--- src/rtl/exec_pkg.sv ---
// Shared types and constants for the execute sequencing controller.
// Holds the FSM state encoding, condition codes, ALU opcodes and NZCV bit positions.
// Pure declarations; no logic.
package exec_pkg;

  typedef enum logic [1:0] {
    ST_IDLE = 2'd0,
    ST_READ = 2'd1,
    ST_EXEC = 2'd2,
    ST_WB   = 2'd3
  } state_t;

  // ARM-style condition codes
  localparam logic [3:0] COND_EQ = 4'b0000;
  localparam logic [3:0] COND_NE = 4'b0001;
  localparam logic [3:0] COND_CS = 4'b0010;
  localparam logic [3:0] COND_CC = 4'b0011;
  localparam logic [3:0] COND_MI = 4'b0100;
  localparam logic [3:0] COND_PL = 4'b0101;
  localparam logic [3:0] COND_VS = 4'b0110;
  localparam logic [3:0] COND_VC = 4'b0111;
  localparam logic [3:0] COND_HI = 4'b1000;
  localparam logic [3:0] COND_LS = 4'b1001;
  localparam logic [3:0] COND_GE = 4'b1010;
  localparam logic [3:0] COND_LT = 4'b1011;
  localparam logic [3:0] COND_GT = 4'b1100;
  localparam logic [3:0] COND_LE = 4'b1101;
  localparam logic [3:0] COND_AL = 4'b1110;
  localparam logic [3:0] COND_NV = 4'b1111;

  // ALU opcodes; 1000..1011 are the compare/test class that never write back
  localparam logic [3:0] OP_AND = 4'b0000;
  localparam logic [3:0] OP_EOR = 4'b0001;
  localparam logic [3:0] OP_SUB = 4'b0010;
  localparam logic [3:0] OP_RSB = 4'b0011;
  localparam logic [3:0] OP_ADD = 4'b0100;
  localparam logic [3:0] OP_ADC = 4'b0101;
  localparam logic [3:0] OP_SBC = 4'b0110;
  localparam logic [3:0] OP_RSC = 4'b0111;
  localparam logic [3:0] OP_TST = 4'b1000;
  localparam logic [3:0] OP_TEQ = 4'b1001;
  localparam logic [3:0] OP_CMP = 4'b1010;
  localparam logic [3:0] OP_CMN = 4'b1011;
  localparam logic [3:0] OP_ORR = 4'b1100;
  localparam logic [3:0] OP_MOV = 4'b1101;
  localparam logic [3:0] OP_BIC = 4'b1110;
  localparam logic [3:0] OP_MVN = 4'b1111;

  // Flag register bit positions: {Z, N, C, V}
  localparam int FLAG_Z = 3;
  localparam int FLAG_N = 2;
  localparam int FLAG_C = 1;
  localparam int FLAG_V = 0;

endpackage

--- src/rtl/cond_eval.sv ---
// Condition-code evaluator: decides whether an instruction executes given NZCV.
// Latency: purely combinational.
// Backpressure: none.
module cond_eval
  import exec_pkg::*;
(
  input  logic [3:0] cond,
  input  logic [3:0] flags,
  output logic       pass
);

  logic z, n, c, v;
  assign z = flags[FLAG_Z];
  assign n = flags[FLAG_N];
  assign c = flags[FLAG_C];
  assign v = flags[FLAG_V];

  // Decode the condition against the current flags
  always_comb begin
    pass = 1'b0;
    case (cond)
      COND_EQ: pass = z;
      COND_NE: pass = !z;
      COND_CS: pass = c;
      COND_CC: pass = !c;
      COND_MI: pass = n;
      COND_PL: pass = !n;
      COND_VS: pass = v;
      COND_VC: pass = !v;
      COND_HI: pass = c && !z;
      COND_LS: pass = !c || z;
      COND_GE: pass = (n == v);
      COND_LT: pass = (n != v);
      COND_GT: pass = !z && (n == v);
      COND_LE: pass = z || (n != v);
      COND_AL: pass = 1'b1;
      default: pass = 1'b0;
    endcase
  end

endmodule

--- src/rtl/exec_seq_ctrl.sv ---
// Sequencer for the execute ALU: accept, read operands/check cond, execute, write back.
// Latency: accept to in_ready again = 2 edges (skip), 3 (no write), 4+ (write-back).
// Backpressure: one instruction in flight; write-back waits in WB while wb_ready is low.
module exec_seq_ctrl
  import exec_pkg::*;
#(
  parameter int DATA_W = 32,
  parameter int REG_AW = 4,
  parameter int CNT_W  = 16
) (
  input  logic              clk,
  input  logic              rst,
  input  logic              in_valid,
  output logic              in_ready,
  input  logic [3:0]        in_op,
  input  logic [3:0]        in_cond,
  input  logic              in_set_flags,
  input  logic [REG_AW-1:0] in_rd,
  input  logic [REG_AW-1:0] in_rn,
  input  logic [REG_AW-1:0] in_rm,
  input  logic              in_imm_sel,
  input  logic [DATA_W-1:0] in_imm,
  output logic [REG_AW-1:0] rf_rn_addr,
  output logic [REG_AW-1:0] rf_rm_addr,
  input  logic [DATA_W-1:0] rf_rn_data,
  input  logic [DATA_W-1:0] rf_rm_data,
  output logic [3:0]        alu_op,
  output logic [DATA_W-1:0] alu_opr1,
  output logic [DATA_W-1:0] alu_opr2,
  output logic [DATA_W-1:0] alu_dep,
  output logic              alu_depi,
  output logic [3:0]        alu_nzcv_old,
  input  logic [DATA_W-1:0] alu_result,
  input  logic [3:0]        alu_nzcv,
  input  logic              alu_is_write,
  output logic              wb_valid,
  input  logic              wb_ready,
  output logic [REG_AW-1:0] wb_addr,
  output logic [DATA_W-1:0] wb_data,
  output logic [3:0]        flags,
  output logic              busy,
  output logic [CNT_W-1:0]  retired,
  output logic [CNT_W-1:0]  skipped
);

  localparam logic [CNT_W-1:0] CNT_ONE = CNT_W'(1);

  state_t state_q, state_d;

  // Latched instruction fields
  logic [3:0]        op_q, cond_q;
  logic              set_flags_q, imm_sel_q;
  logic [REG_AW-1:0] rd_q, rn_q, rm_q;
  logic [DATA_W-1:0] imm_q;

  // ALU drive, write-back and architectural state
  logic [3:0]        alu_op_q;
  logic [DATA_W-1:0] alu_opr1_q, alu_opr2_q, alu_dep_q;
  logic              alu_depi_q;
  logic [REG_AW-1:0] wb_addr_q;
  logic [DATA_W-1:0] wb_data_q;
  logic [3:0]        flags_q;
  logic [CNT_W-1:0]  retired_q, skipped_q;

  logic cond_pass;
  logic accept, issue, skip, exec_done, wb_load, retire;

  cond_eval u_cond_eval (
    .cond  (cond_q),
    .flags (flags_q),
    .pass  (cond_pass)
  );

  // State register
  always_ff @(posedge clk) begin
    if (rst) state_q <= ST_IDLE;
    else     state_q <= state_d;
  end

  // Next-state and per-state event strobes
  always_comb begin
    state_d   = state_q;
    accept    = 1'b0;
    issue     = 1'b0;
    skip      = 1'b0;
    exec_done = 1'b0;
    wb_load   = 1'b0;
    retire    = 1'b0;
    case (state_q)
      ST_IDLE: begin
        if (in_valid) begin
          accept  = 1'b1;
          state_d = ST_READ;
        end
      end
      ST_READ: begin
        if (cond_pass) begin
          issue   = 1'b1;
          state_d = ST_EXEC;
        end else begin
          skip    = 1'b1;
          state_d = ST_IDLE;
        end
      end
      ST_EXEC: begin
        exec_done = 1'b1;
        if (alu_is_write) begin
          wb_load = 1'b1;
          state_d = ST_WB;
        end else begin
          retire  = 1'b1;
          state_d = ST_IDLE;
        end
      end
      ST_WB: begin
        if (wb_ready) begin
          retire  = 1'b1;
          state_d = ST_IDLE;
        end
      end
      default: state_d = ST_IDLE;
    endcase
  end

  // Instruction latch, ALU operand issue, flag commit, write-back load, counters
  always_ff @(posedge clk) begin
    if (rst) begin
      op_q        <= '0;
      cond_q      <= '0;
      set_flags_q <= 1'b0;
      imm_sel_q   <= 1'b0;
      rd_q        <= '0;
      rn_q        <= '0;
      rm_q        <= '0;
      imm_q       <= '0;
      alu_op_q    <= '0;
      alu_opr1_q  <= '0;
      alu_opr2_q  <= '0;
      alu_dep_q   <= '0;
      alu_depi_q  <= 1'b0;
      wb_addr_q   <= '0;
      wb_data_q   <= '0;
      flags_q     <= '0;
      retired_q   <= '0;
      skipped_q   <= '0;
    end else begin
      if (accept) begin
        op_q        <= in_op;
        cond_q      <= in_cond;
        set_flags_q <= in_set_flags;
        imm_sel_q   <= in_imm_sel;
        rd_q        <= in_rd;
        rn_q        <= in_rn;
        rm_q        <= in_rm;
        imm_q       <= in_imm;
      end
      if (issue) begin
        alu_op_q   <= op_q;
        alu_opr1_q <= rf_rn_data;
        alu_opr2_q <= rf_rm_data;
        alu_dep_q  <= imm_q;
        alu_depi_q <= imm_sel_q;
      end
      if (exec_done && set_flags_q) flags_q <= alu_nzcv;
      if (wb_load) begin
        wb_addr_q <= rd_q;
        wb_data_q <= alu_result;
      end
      if (skip)   skipped_q <= skipped_q + CNT_ONE;
      if (retire) retired_q <= retired_q + CNT_ONE;
    end
  end

  assign in_ready     = (state_q == ST_IDLE);
  assign busy         = (state_q != ST_IDLE);
  assign wb_valid     = (state_q == ST_WB);
  assign rf_rn_addr   = rn_q;
  assign rf_rm_addr   = rm_q;
  assign alu_op       = alu_op_q;
  assign alu_opr1     = alu_opr1_q;
  assign alu_opr2     = alu_opr2_q;
  assign alu_dep      = alu_dep_q;
  assign alu_depi     = alu_depi_q;
  assign alu_nzcv_old = flags_q;
  assign wb_addr      = wb_addr_q;
  assign wb_data      = wb_data_q;
  assign flags        = flags_q;
  assign retired      = retired_q;
  assign skipped      = skipped_q;

endmodule

--- config.mk ---
export PLATFORM = sky130hd
export DESIGN_NAME = exec_seq_ctrl
export DESIGN_NICKNAME = d
export VERILOG_FILES = /design/src/rtl/exec_pkg.sv /design/src/rtl/cond_eval.sv /design/src/rtl/exec_seq_ctrl.sv
export SDC_FILE = /design/constraint.sdc
export NUM_CORES = 1
export LEC_CHECK = 0
export ABC_AREA = 1
export CORE_MARGIN = 3
export CORE_UTILIZATION = 45
export DETAILED_ROUTE_END_ITERATION = 10
export PLACE_DENSITY = 0.81
export SLEW_MARGIN = 15
export SYNTH_ARGS = -nofsm -noshare
export SYNTH_HDL_FRONTEND = slang
export SYNTH_SLANG_ARGS = --single-unit
--- constraint.sdc ---
create_clock -name clk -period 2.31 [get_ports clk]
set_input_delay 0.5775 -clock clk [delete_from_list [all_inputs] [get_ports clk]]
set_output_delay 0.5775 -clock clk [all_outputs]
set_load 0.03 [all_outputs]
# Word level (Yosys, flattened, before mapping)
# Cells that the tools add are included.
[word_totals]
ff_bits = 229
inputBits = 159
output_inout_bits = 188
[op_classes]
add_sub_neg = 2
n_eq_ne = 21
muxes = 18
n_reduce_logical = 13
[op_table]
columns = ["operator", "count"]
rows = [
  ["$add 16x1->16 const B", 2],
  ["$eq 4x4->1 const B", 7],
  ["$eq 4x3->1 const B", 4],
  ["$pmux 1 s15", 1],
  ["$mux 1", 11],
  ["$eq 4x2->1 const B", 2],
  ["$mux 2", 4],
  ["$pmux 2 s4", 1],
  ["$eq 2x2->1 const B", 2],
  ["$eq 4x1->1 const B", 1],
  ["$logic_not 1->1", 4],
  ["$logic_not 4->1", 1],
  ["$logic_and 1x1->1", 3],
  ["$eq 2x1->1 const B", 1],
  ["$logic_not 2->1", 1],
  ["$logic_or 1x1->1", 2],
  ["$ne 2x1->1 const B", 1],
  ["$ne 2x2->1 const B", 1],
  ["$pmux 1 s2", 1],
  ["$reduce_and 2->1", 1],
  ["$reduce_bool 2->1", 1],
  ["$eq 1x1->1", 1],
  ["$ne 1x1->1", 1],
]

# Logic depth before layout (Yosys ltp)
[depth]
ltp_word = 5
mapped_depth = 13
ltp_nobuf = 11

# By module
# Synthesis repeated with hierarchy kept, for this count alone.
[hier_totals]
hier_cells = 1169
area_unflattened_um2 = 8604.5
[by_module_without_submodules]
columns = ["mod", "n_inst", "cells_each", "area_each_um2"]
rows = [
  ["exec_seq_ctrl", 1, 1114, 8375.5],
  ["cond_eval", 1, 55, 229.0],
]

# Worst setup path before layout
# OpenSTA, ideal clock, no wires.
[synth_path]
path_kind = "register to register"
startpoint = "reg flags_q[0] (netlist: alu_nzcv_old[0])"
endpoint = "reg state_q[1]"
t_arrival_ns = 1.779
required_ns = 2.182
slack_ns = 0.404
stages_incl_launch_ff = 12
n_path_buf = 2
synth_period_minus_slack_ns = 1.906
path_cell_list = "dfxtp_1 > inv_1 > nand2_1 > nand2_1 > a21oi_2 > nand3_2 > nor2_4 > nand2_2 > buf_4 > buf_2 > a21oi_1 > nor2_1"
[synth_between]
elab_chain_len = 5
word_cells_on_any_way = 8
cone_classes = "eq/ne (2); mux (3); reduce/logical (3)"
[synth_lines]
columns = ["element", "line", "rtl"]
rows = [
  ["start: declaration", "exec_seq_ctrl.sv:62", "logic [3:0] flags_q;"],
  ["start signal: assignment", "exec_seq_ctrl.sv:164", "if (exec_done && set_flags_q) flags_q <= alu_nzcv;"],
  ["$ne 1x1->1 / $eq 1x1->1 (equally long branches)", "n/a", ""],
  ["$logic_or 1x1->1 / $logic_and 1x1->1 (equally long branches)", "cond_eval.sv:35, cond_eval.sv:34", ""],
  ["$pmux 1 s15 *", "cond_eval.sv:21", "case (cond)"],
  ["$mux 2 *", "exec_seq_ctrl.sv:97", "if (cond_pass) begin"],
  ["$pmux 2 s4 *", "exec_seq_ctrl.sv:89", "case (state_q)"],
  ["end signal: assignment", "exec_seq_ctrl.sv:77", "else state_q <= state_d;"],
  ["end: declaration", "exec_seq_ctrl.sv:48", "state_t state_q, state_d;"],
]
# Every way passes the cells marked *; elsewhere a longest branch is shown, timed or not.
# A chain may end at the register's enable or synchronous reset.

# Worst setup path in the final report
[layout_path]
startpoint = "reg retired_q[0] (netlist: retired[0])"
endpoint = "out retired[0]"
[layout_rtl]
columns = ["element", "line", "rtl"]
rows = [
  ["start: declaration", "exec_seq_ctrl.sv:63", "logic [CNT_W-1:0] retired_q, skipped_q;"],
  ["start signal: assignment", "exec_seq_ctrl.sv:170", "if (retire) retired_q <= retired_q + CNT_ONE;"],
  ["end: declaration", "exec_seq_ctrl.sv:42", "output logic [CNT_W-1:0] retired,"],
]
# No word-level cell between the ends.

==> PnR_summary.wiki <==
{| class="wikitable"
! Metric !! Value
|-
| Worst-skew pair later-pin latency || about 0.50 ns
|-
| Clock edge transition at the registers on the reported setup and hold paths || about 0.060 ns
|-
| Number of placed I/O pins || around 350
|-
| Residual DRC || 0
|-
| Initial cell density of the core || 0.4667
|-
| Most used cells in the layout excluding fill and tap cells || sky130_fd_sc_hd__clkdlybuf4s50_1 (342), sky130_fd_sc_hd__dfxtp_1 (229), sky130_fd_sc_hd__a21oi_1 (209)
|-
| IR Drop Worst-Case VDD || about 0.5 mV
|-
| Fmax || 441.7 MHz
|-
| Cells along the critical path || clkdlybuf4s50_1
|-
| Measured slew at the worst slew-check pin || 0.5020 ns
|-
| CP Capture Type || output port
|-
| Final Hold Viols || 0
|-
| Share of synthesized area occupied by flip-flops and latches || 0.4778
|-
| Critical path data required time || approximately 1.7 ns
|-
| Detailed Route Iter0 Violations || roughly 440
|-
| Power density of the placed cells || roughly 740 nW/um2
|-
| Setup violations, final || 0
|-
| Leakage component of the power || roughly 5.7 nW
|-
| Std-Cell Core Area || 20560 um2
|-
| Critical path's top delay family || buffers and inverters
|-
| Post-route total power || 10.45 mW
|-
| Average wire length per cell after detail routing || roughly 14 um
|-
| Filler cell count in the final layout || about 1800
|-
| Antenna violations before repair || 3
|-
| Number of rows in the core area || 52
|-
| Synth-to-Final Area Change || 47.24%
|-
| Syn Area/Cell || slightly above 7 um2
|-
| Worst EP arrival || between 1.5 and 2 ns
|-
| Kind of start point of the critical path || flop
|-
| Slowest cell on crit path || sky130_fd_sc_hd__clkdlybuf4s50_1
|-
| Run status || completed
|-
| Critical hold path startpoint || wb_data[15]
|-
| Die span in x || approximately 150 um
|-
| Terminating pin of the worst hold path || wb_data[15]
|-
| Via count || slightly below 10000
|-
| Worst hold path class || reg -> reg
|-
| Average vias per placed instance || between 5 and 6
|-
| Total detailed-routing wirelength || approximately 28000 um
|-
| Number of buffer cells added on primary ports || around 350
|-
| RePlAce Congestion || between 0.9 and 1
|-
| Maximum number of pins on one net before global-route repair || between 90 and 100
|-
| Standard cell area after detailed placement || around 13000 um2
|-
| Share of the clock period used by the worst path || 0.9800
|-
| Remaining max-slew budget at the tightest pin || 0.6653
|-
| Setup TNS || 0 ns
|-
| First drt pass iteration count || 5
|-
| Aggregate global-route resource usage || 0.2267
|-
| Post-CTS repair timing setup buffer count || 0
|-
| Floorplan die area || 23110 um2
|-
| Post-Syn Area || 9595 um2
|-
| Largest stage delay on the critical path || a little under 0.8 ns
|-
| Detail Placement HPWL || 19620 um
|-
| Most common cell after layout, fill and taps aside || sky130_fd_sc_hd__clkdlybuf4s50_1
|-
| Vertical die dimension || 152.0 um
|-
| Number of buffers created by CTS || 24
|-
| Number of pins exceeding their max-slew limit in the final report || 0
|-
| Number of cells on the worst hold path || 2
|-
| Wire length of the first global-routing pass || about 45000 um
|-
| Net Count, Synth || about 1500
|-
| CTS sink count || ~230
|-
| Post-route design area || approximately 14000 um2
|-
| Worst reg2reg path depth || 10
|-
| Count of distinct cell types in the synthesized netlist || 25
|-
| Setup Skew || between 0.009 and 0.01 ns
|-
| Worst R2R Start || alu_nzcv_old[2]
|-
| Register-to-register path setup slack || about 0.3 ns
|-
| Non-filler cells, final || 1941
|-
| Yosys Warn Count || 0
|-
| Largest fanout of any net on the critical path || 5
|-
| Maximum number of buffers from clock root to sink || 3
|-
| Final core area utilization || 0.6872
|-
| Number of cells produced by synthesis || roughly 1400
|-
| Cells after DPL || about 1900
|-
| Worst setup path class || reg -> out
|-
| Final ANT Viol Nets || 0
|-
| R2R Path End || skipped[0]
|-
| Number of register bits inferred by synthesis || 229
|-
| Vias in the first global route || 9207
|-
| Total grt overflow || 0
|-
| CTS tree || done
|-
| Number of max-cap violations || 0
|-
| Setup repair after global routing missed its margin || no
|-
| Nets || roughly 1800
|-
| Shortest period the worst path allows || 2.264 ns
|-
| Number of hold buffers added after cts || 0
|-
| Level count of the clock H-tree || 1
|-
| Fraction of layout instances using a drive strength above 1 || 0.04731
|-
| Critical path buffers and inverters || 1
|-
| Root buf cell || sky130_fd_sc_hd__clkbuf_16
|}
repair_timing:
item,in CTS,in global routing
endpoints found under the setup margin,3,1
gates resized for setup,4,1
hold endpoints to repair,0,0
synthesized netlist by cell type:
master | count | area, um2
sky130_fd_sc_hd__nor3b_1 | 1 | 7.510
sky130_fd_sc_hd__nor4_1 | 1 | 6.260
sky130_fd_sc_hd__nor3_1 | 3 | 15.01
sky130_fd_sc_hd__a21oi_2 | 1 | 8.760
sky130_fd_sc_hd__buf_2 | 14 | 70.07
sky130_fd_sc_hd__xnor2_1 | 6 | 52.55
sky130_fd_sc_hd__nand3_2 | 2 | 20.02
sky130_fd_sc_hd__buf_4 | 5 | 37.54
sky130_fd_sc_hd__ha_1 | 2 | 25.02
sky130_fd_sc_hd__nand3_1 | 121 | 605.6
sky130_fd_sc_hd__o21bai_1 | 1 | 7.510
sky130_fd_sc_hd__dfxtp_1 | 229 | 4584
sky130_fd_sc_hd__nand4_1 | 19 | 118.9
sky130_fd_sc_hd__nor2_1 | 174 | 653.1
sky130_fd_sc_hd__nand2_1 | 198 | 743.2
sky130_fd_sc_hd__nor2_4 | 1 | 11.26
sky130_fd_sc_hd__buf_6 | 8 | 90.09
sky130_fd_sc_hd__inv_2 | 1 | 3.750
sky130_fd_sc_hd__clkbuf_1 | 68 | 255.2
sky130_fd_sc_hd__buf_1 | 3 | 11.26
sky130_fd_sc_hd__inv_1 | 172 | 645.6
sky130_fd_sc_hd__xor2_1 | 5 | 43.79
sky130_fd_sc_hd__o21ai_0 | 104 | 520.5
sky130_fd_sc_hd__nand2_2 | 2 | 12.51
sky130_fd_sc_hd__a21oi_1 | 209 | 1046
flip-flops by register name (all words and copies together), names as in the netlist, 16 cells and up:
| signal | flops |
|---|---|
| alu_opr2 | 32 |
| skipped | 16 |
| retired | 16 |
| alu_dep | 32 |
| alu_opr1 | 32 |
| wb_data | 32 |
| imm_q | 32 |
cells by family (layout without fill, tap and decap cells):
kind of cell	after synthesis	after routing	synth area share
other	0	1	0
flip-flops	229	229	0.4778
adder cells (fa/ha/maj)	2	2	0.002607
AO/OA/AOI/OAI	315	315	0.1650
buffers and inverters	271	591	0.1161
XOR/XNOR	11	11	0.01004
AND/OR/NAND/NOR	522	522	0.2286
worst max path at each step:
stage                    startpoint          end  cells past startpoint
global route             skipped[5]   skipped[5]                      1
floorplan           alu_nzcv_old[0]   state_q[1]                     11
CTS                      skipped[2]   skipped[2]                      1
global placement       alu_is_write  retired[13]                     11
detailed placement     alu_is_write  retired[12]                     11
finish                   retired[0]   retired[0]                      1
through the flow:
stage               hold slack [ns]  setup WS [ns]
floorplan                    0.4301         0.4038
global placement             0.4293        0.06852
detailed placement           0.4349       -0.02336
CTS                          0.4446        0.01866
global route                 0.4568       0.008140
finish                       0.4417        0.04627
metal layers:
layer | up-vias | part of all wire | wire length (um) | GRT usage
li1 | 4927 | - | - | -
met1 | 4398 | 0.40 | 11310 | 0.2627
met2 | 347 | 0.48 | 13360 | 0.3935
met3 | 74 | 0.079 | 2218 | 0.06741
met4 | 4 | 0.040 | 1108 | 0.08990
met5 | - | 0.00089 | 25 | 0
layout make-up:
type / count / area, um2 / area share
Antenna cell: 1 / 2.502 / 0.0001771
Clock buffer: 35 / 713.2 / 0.05048
Clock inverter: 8 / 117.6 / 0.008324
Inverter: 173 / 651.9 / 0.04614
Multi-Input combinational cell: 850 / 3929 / 0.2781
Sequential cell: 229 / 4584 / 0.3245
Tap cell: 270 / 337.8 / 0.02391
Timing Repair Buffer: 375 / 3792 / 0.2684
where the power goes:
part           switching [mW]  total, mW  internal [mW]
sequential              0.116       4.31           4.19
clock                    1.55       4.02           2.47
combinational            1.24       2.12          0.884
total                    2.91       10.5           7.55
Note: power is estimated with default switching activity, not from simulation.
==> variant 1, RTL diff (same settings) <==
Register the output `retired` once more, cleared by the reset; this adds one clock of latency there. The other outputs are not delayed to match.
--- a/src/rtl/exec_seq_ctrl.sv
+++ b/src/rtl/exec_seq_ctrl.sv
@@ -186,5 +186,11 @@
   assign wb_data      = wb_data_q;
   assign flags        = flags_q;
-  assign retired      = retired_q;
+  always_ff @(posedge clk) begin
+    if (rst) begin
+      retired <= '0;
+    end else begin
+      retired <= retired_q;
+    end
+  end
   assign skipped      = skipped_q;
 
Behaviour: not the same (Yosys sat finds a counterexample within 4 cycles, from zero or initial values and one cycle with rst high).
==> variant 1 against the original RTL <==
  * Sequential power up 6.5%
  * Worst setup slack worse by 7.4 ps
  * Synthesized cell count rose by 2.6%
  * Global-route usage up 0.24 points
  * Cell count up 2.2%
  * Via count grew 1.4%
  * Count of clock-buffer cells in the layout grew 3
  * Area after synthesis is 4.4% higher
  * Routed wire length is 4.8% higher
  * Sequential cell count up 16
  * Cell area rose by 3.6%
  * Total power increased by 4.3%
==> variant 1: results (changes against the original RTL) <==
* Hold Path Class: reg2reg (unchanged)
* Placed cell area at 13800 µm² (was 13300 µm²)
* Fill count at 1735 (was 1758)
* I/O Buffers at 346 (unchanged)
* CTS Buf Count at 27 (was 24)
* Post-synth top cells: dfxtp_1 (245), a21oi_1 (211), nand2_1 (187) (was dfxtp_1 (229), a21oi_1 (209), nand2_1 (198))
* Ys async rst share at 0% (unchanged)
* Non-filler instance count after layout at 1983 (was 1941)
* Crit path DAT at 1690 ps (about the same)
* Synth warn at 0 (unchanged)
* Tot GR Track Use at 22.9% (was 22.7%)
* Vias/cell at 4.99 (was 5.02)
* Layout cells sized above 1 at 4.63% (was 4.73%)
* Global placer's final weighted congestion at 0.894 (was 0.914)
* DRC errors left at 0 (unchanged)
* HPWL Detailed at 20500 µm (was 19600 µm)
* Status: complete, no violations (unchanged)
* Average wire per standard cell at 14.8 µm (was 14.4 µm)
* Slowest CP cell: clkdlybuf4s50_1 (unchanged)
* Number of iterations in the first detailed-routing pass at 5 (unchanged)
* Drt first-iter violations at 697 (was 444)
* Pre-CTS setup slack at 76.2 ps (was -23.4 ps)
* Post-CTS Setup Repair Bufs at 0 (unchanged)
* Final net count at 1848 (was 1814)
* Post-route ant nets at 0 (unchanged)
* Max FO, Critical Path at 6 (was 5)
* Global-route wire length before repair at 46200 µm (was 45000 µm)
* Leak pwr at 5.82 nW (was 5.66 nW)
* Clk pin slew, worst setup/hold paths at 60 ps (about the same)
* Max_slew headroom at 68.6% (was 66.5%)
* CTS root buffer: clkbuf_16 (unchanged)
* H-tree Lvls at 1 (unchanged)
* Peak supply drop at 0.000711 V (was 0.000515 V)
* Mapped Nets at 1546 (was 1511)
* Vias in the first global route at 9361 (was 9207)
* Max stage delay on crit path at 760 ps (was 780 ps)
* Largest net degree at the start of global routing at 90 (was 98)
* Largest cells by area after synthesis: dfxtp_1 (49%), a21oi_1 (11%), nand2_1 (7.0%), nor2_1 (6.9%), inv_1 (6.7%) (was dfxtp_1 (48%), a21oi_1 (11%), nand2_1 (7.7%), nor2_1 (6.8%), inv_1 (6.7%))
* Antenna Cells at 0 (was 1)
* Seq/Total Area, Yosys at 48.9% (was 47.8%)
* Clock Latency Late Sink at 520 ps (was 500 ps)
* DP Cell Count at 1933 (was 1897)
* Cells after synthesis at 1385 (was 1350)
* Clock Skews at 8.38 ps (was 9.64 ps)
* Initial antenna violation count at 0 (was 3)
* Synth cell types at 26 (was 25)
* Max Root-Sink Buffers at 3 (unchanged)
* Top Family by Delay on Critical Path: buffers and inverters (unchanged)
[variant 1: cell types whose count changed in the layout (fill, tap and decap cells not counted), sizes merged, moves of 4 or more]
| cell | before | now |
|---|---|---|
| buf | 29 | 25 |
| dfxtp | 229 | 245 |
| nand2 | 200 | 189 |
| nor3 | 3 | 10 |
| nor2 | 175 | 184 |
| inv | 173 | 181 |
[variant 1: cells by family (layout without fill, tap and decap cells)]
group                    Yosys count  in the layout  synth area share, %
adder cells (fa/ha/maj)            2              2                0.250
AO/OA/AOI/OAI                    317            317                 15.9
buffers and inverters            278            601                 11.4
flip-flops                       245            245                 48.9
XOR/XNOR                          13             13                 1.14
AND/OR/NAND/NOR                  530            530                 22.4
[variant 1: what timing repair did]
action,in CTS,in global routing
setup endpoints to repair,5,2
hold buffers,0,0
resized for setup,5,2
[variant 1: power by group]
part | internal, W | total, W | switching, W
sequential | 0.00447 | 0.00459 | 0.000119
clock | 0.00251 | 0.00419 | 0.00168
combinational | 0.000879 | 0.00212 | 0.00124
total | 0.00786 | 0.0109 | 0.00305
[variant 1: final timing paths]
path / start / to / slack [ps] / cells past startpoint
hold / removal: wb_data[14] / wb_data[14] / 440 / 2
setup reg to reg: alu_nzcv_old[2] / skipped[10] / 240 / 10
hold reg to reg: wb_data[14] / wb_data[14] / 440 / 2
setup / recovery: skipped[13] / skipped[13] / 40 / 1
[variant 1: cell type report]
class	instances	area [µm²]	area share [%]
Clock inverter	12	119	0.812
Inverter	180	681	4.65
Clock buffer	38	757	5.17
Tap cell	275	344	2.35
Multi-Input combinational cell	862	4000	27.3
Timing Repair Buffer	371	3840	26.2
Sequential cell	245	4900	33.5
[variant 1: through the flow]
step	total power, W	util, %
floorplan	0.00595	-
global placement	0.00676	64.3
detailed placement	0.00681	64.3
CTS	0.0110	68.3
global route	0.0114	68.3
finish	0.0109	68.3
[variant 1: routing by layer]
metal	part of all wire, %	wire length [µm]	track usage (%)
met1	42	12200	28.5
met4	3.0	882	7.59
met3	7.4	2160	4.31
met2	48	14100	40.0
met5	0	0	0
==> variant 2, RTL diff (same flow settings) <==
Made on the original files. Change the parameter `CNT_W` from 16 to 32.
--- a/src/rtl/exec_seq_ctrl.sv
+++ b/src/rtl/exec_seq_ctrl.sv
@@ -7,5 +7,5 @@
   parameter int DATA_W = 32,
   parameter int REG_AW = 4,
-  parameter int CNT_W  = 16
+  parameter int CNT_W  = 32
 ) (
   input  logic              clk,
Interface: changed (resized retired and skipped); port bits go from 347 to 379. No check against the original RTL was run, so the function may have changed too.
==> variant 2 against the original RTL <==
  * Clock skew fell by 1.5 ps
  * Total power is 6.6% higher
  * Count of clock-buffer cells in the layout is 6 higher
  * Critical path depth is the same
  * Sequential cell count rose by 32
  * Cell area grew 19%
  * First-iteration DRC count rose by 88%
  * Routed wire length is 36% higher
  * Area after synthesis is 21% higher
  * Sequential share of layout area is 1.4 points lower
  * Worst setup slack got worse by 21 ps
  * Largest cell class is now multi-input combinational cells
==> variant 2: results (changes against the original RTL) <==
* Tot GR Track Use at 25.9% (was 22.7%)
* Slew @ Worst Pin at 636 ps (was 502 ps)
* Status: complete, no violations (unchanged)
* Crit path DAT at 1710 ps (was 1690 ps)
* Clock Latency Late Sink at 550 ps (was 500 ps)
* Average wire per standard cell at 15.5 µm (was 14.4 µm)
* Peak supply drop at 0.000621 V (was 0.000515 V)
* CTS root buffer: clkbuf_16 (unchanged)
* Largest net degree at the start of global routing at 74 (was 98)
* Min-delay src: rst (was wb_data[15])
* Worst reg-to-reg setup slack at 170 ps (was 300 ps)
* Post-synth top cells: nand2_1 (472), nor2_1 (388), dfxtp_1 (261) (was dfxtp_1 (229), a21oi_1 (209), nand2_1 (198))
* Layout cells sized above 1 at 4.25% (was 4.73%)
* Reg2reg end: skipped[26] (was skipped[0])
* Clk pin slew, worst setup/hold paths at 60 ps (about the same)
* Slowest CP cell: clkdlybuf4s50_1 (unchanged)
* CTS Buf Count at 28 (was 24)
* Fill count at 2178 (was 1758)
* Antenna Cells at 0 (was 1)
* Global route overflow at 0 (unchanged)
* Max FO, Critical Path at 6 (was 5)
* Synth cell types at 27 (was 25)
* Leak pwr at 7.57 nW (was 5.66 nW)
* Final net count at 2280 (was 1814)
* Drt first-iter violations at 836 (was 444)
* Global-route wire length before repair at 59700 µm (was 45000 µm)
* Vias in the first global route at 11444 (was 9207)
* Hold Path Class: in2reg (was reg2reg)
* H-tree Lvls at 1 (unchanged)
* Pint at 0.00818 W (was 0.00755 W)
* Global placer's final weighted congestion at 0.944 (was 0.914)
* R2R Path Start: alu_nzcv_old[2] (unchanged)
* Met2 routed WL at 18100 µm (was 13400 µm)
* Wire length on met3 at 2870 µm (was 2220 µm)
* Number of iterations in the first detailed-routing pass at 6 (was 5)
* Max stage delay on crit path at 720 ps (was 780 ps)
* Worst Setup SP: skipped[13] (was retired[0])
* CP Capture Point: skipped[13] (was retired[0])
* Vias/cell at 4.92 (was 5.02)
* Initial antenna violation count at 2 (was 3)
* Max Root-Sink Buffers at 3 (unchanged)
* Clock Skews at 8.14 ps (was 9.64 ps)
* I/O Buffers at 378 (was 346)
* Ys async rst share at 0% (unchanged)
* Met1 wire length at 15800 µm (was 11300 µm)
* Top Family by Delay on Critical Path: buffers and inverters (unchanged)
* Synth warn at 0 (unchanged)
* HPWL Detailed at 27500 µm (was 19600 µm)
* R2R cell count at 13 (was 10)
* Largest cells by area after synthesis: dfxtp_1 (45%), nand2_1 (15%), nor2_1 (13%), inv_1 (6.3%), a21oi_1 (4.9%) (was dfxtp_1 (48%), a21oi_1 (11%), nand2_1 (7.7%), nor2_1 (6.8%), inv_1 (6.7%))
* Seq/Total Area, Yosys at 44.9% (was 47.8%)
* Mapped Nets at 1929 (was 1511)
-- variant 2: changes by cell type after synthesis, moves of 9 or more --
| cell | delta |
|---|---|
| inv_1 | +22 |
| nand3b_1 | +23 |
| nand2_1 | +274 |
| nand4_1 | +19 |
| clkbuf_1 | -12 |
| dfxtp_1 | +32 |
| a21oi_1 | -94 |
| nor2_1 | +214 |
| nor3_1 | +9 |
| buf_4 | +15 |
| nand3_1 | -84 |
-- variant 2: power groups by stage --
stage                     Sequential, W  Combinational (W)  Clock (W)
final                           0.00485            0.00171    0.00458
after global routing            0.00488            0.00186    0.00487
after CTS                       0.00485            0.00169    0.00468
after detailed placement        0.00495            0.00168          0
after global placement          0.00494            0.00165          0
after floorplan                 0.00521           0.000637          0
-- variant 2: worst min-delay path by stage --
stage / slack [ps] / end / depth (start not counted)
detailed placement: 430 / wb_addr[2] / 2
floorplan: 430 / op_q[1] / 2
finish: 400 / alu_opr1[30] / 4
global placement: 430 / wb_addr[2] / 2
CTS: 380 / alu_opr1[30] / 4
global route: 410 / alu_opr1[28] / 4
-- variant 2: cell type report --
cell class / instances / area share, %
clock inverters: 10 / 0.677
well taps: 330 / 2.46
flip-flops and latches: 261 / 31.1
multi-input cells: 1224 / 31.4
clock buffers: 41 / 4.99
repair buffers: 408 / 25.0
inverters: 196 / 4.41
-- variant 2: layer usage --
layer	GRT usage, %	vias up
met5	0	-
met4	9.43	4
met3	6.20	87
met2	44.1	412
met1	32.0	5493
li1	-	6167
-- variant 2: cell families after synthesis --
logic type | after synthesis | share of synthesized area, %
and+or+nand+nor | 978 | 33.9
buffers and inverters | 284 | 9.94
DFF | 261 | 44.9
AOI/OAI and AO/OA | 227 | 9.83
xor gates and xnor gates | 16 | 1.20
adders and majority gates | 2 | 0.215
-- variant 2: through the flow --
stage | instance area [µm²] | hold WS (ps) | power [W] | worst slack [ps] | instances
global route | 16800 | 413 | 0.0116 | -49.9 | 2470
global placement | 15800 | 431 | 0.00659 | -9.31 | 2415
detailed placement | 15800 | 434 | 0.00663 | -73.9 | 2415
finish | 16800 | 395 | 0.0111 | 25.3 | 2470
CTS | 16700 | 381 | 0.0112 | 0.541 | 2466
floorplan | 11600 | 430 | 0.00584 | 416 | 1768
-- variant 2: what timing repair did --
item | in CTS | in global routing
gates resized for setup | 16 | 25
buffers inserted | 0 | 3
gates cloned | 0 | 1
pin swaps | 0 | 1
endpoints found under the setup margin | 16 | 65
hold buffers | 0 | 0
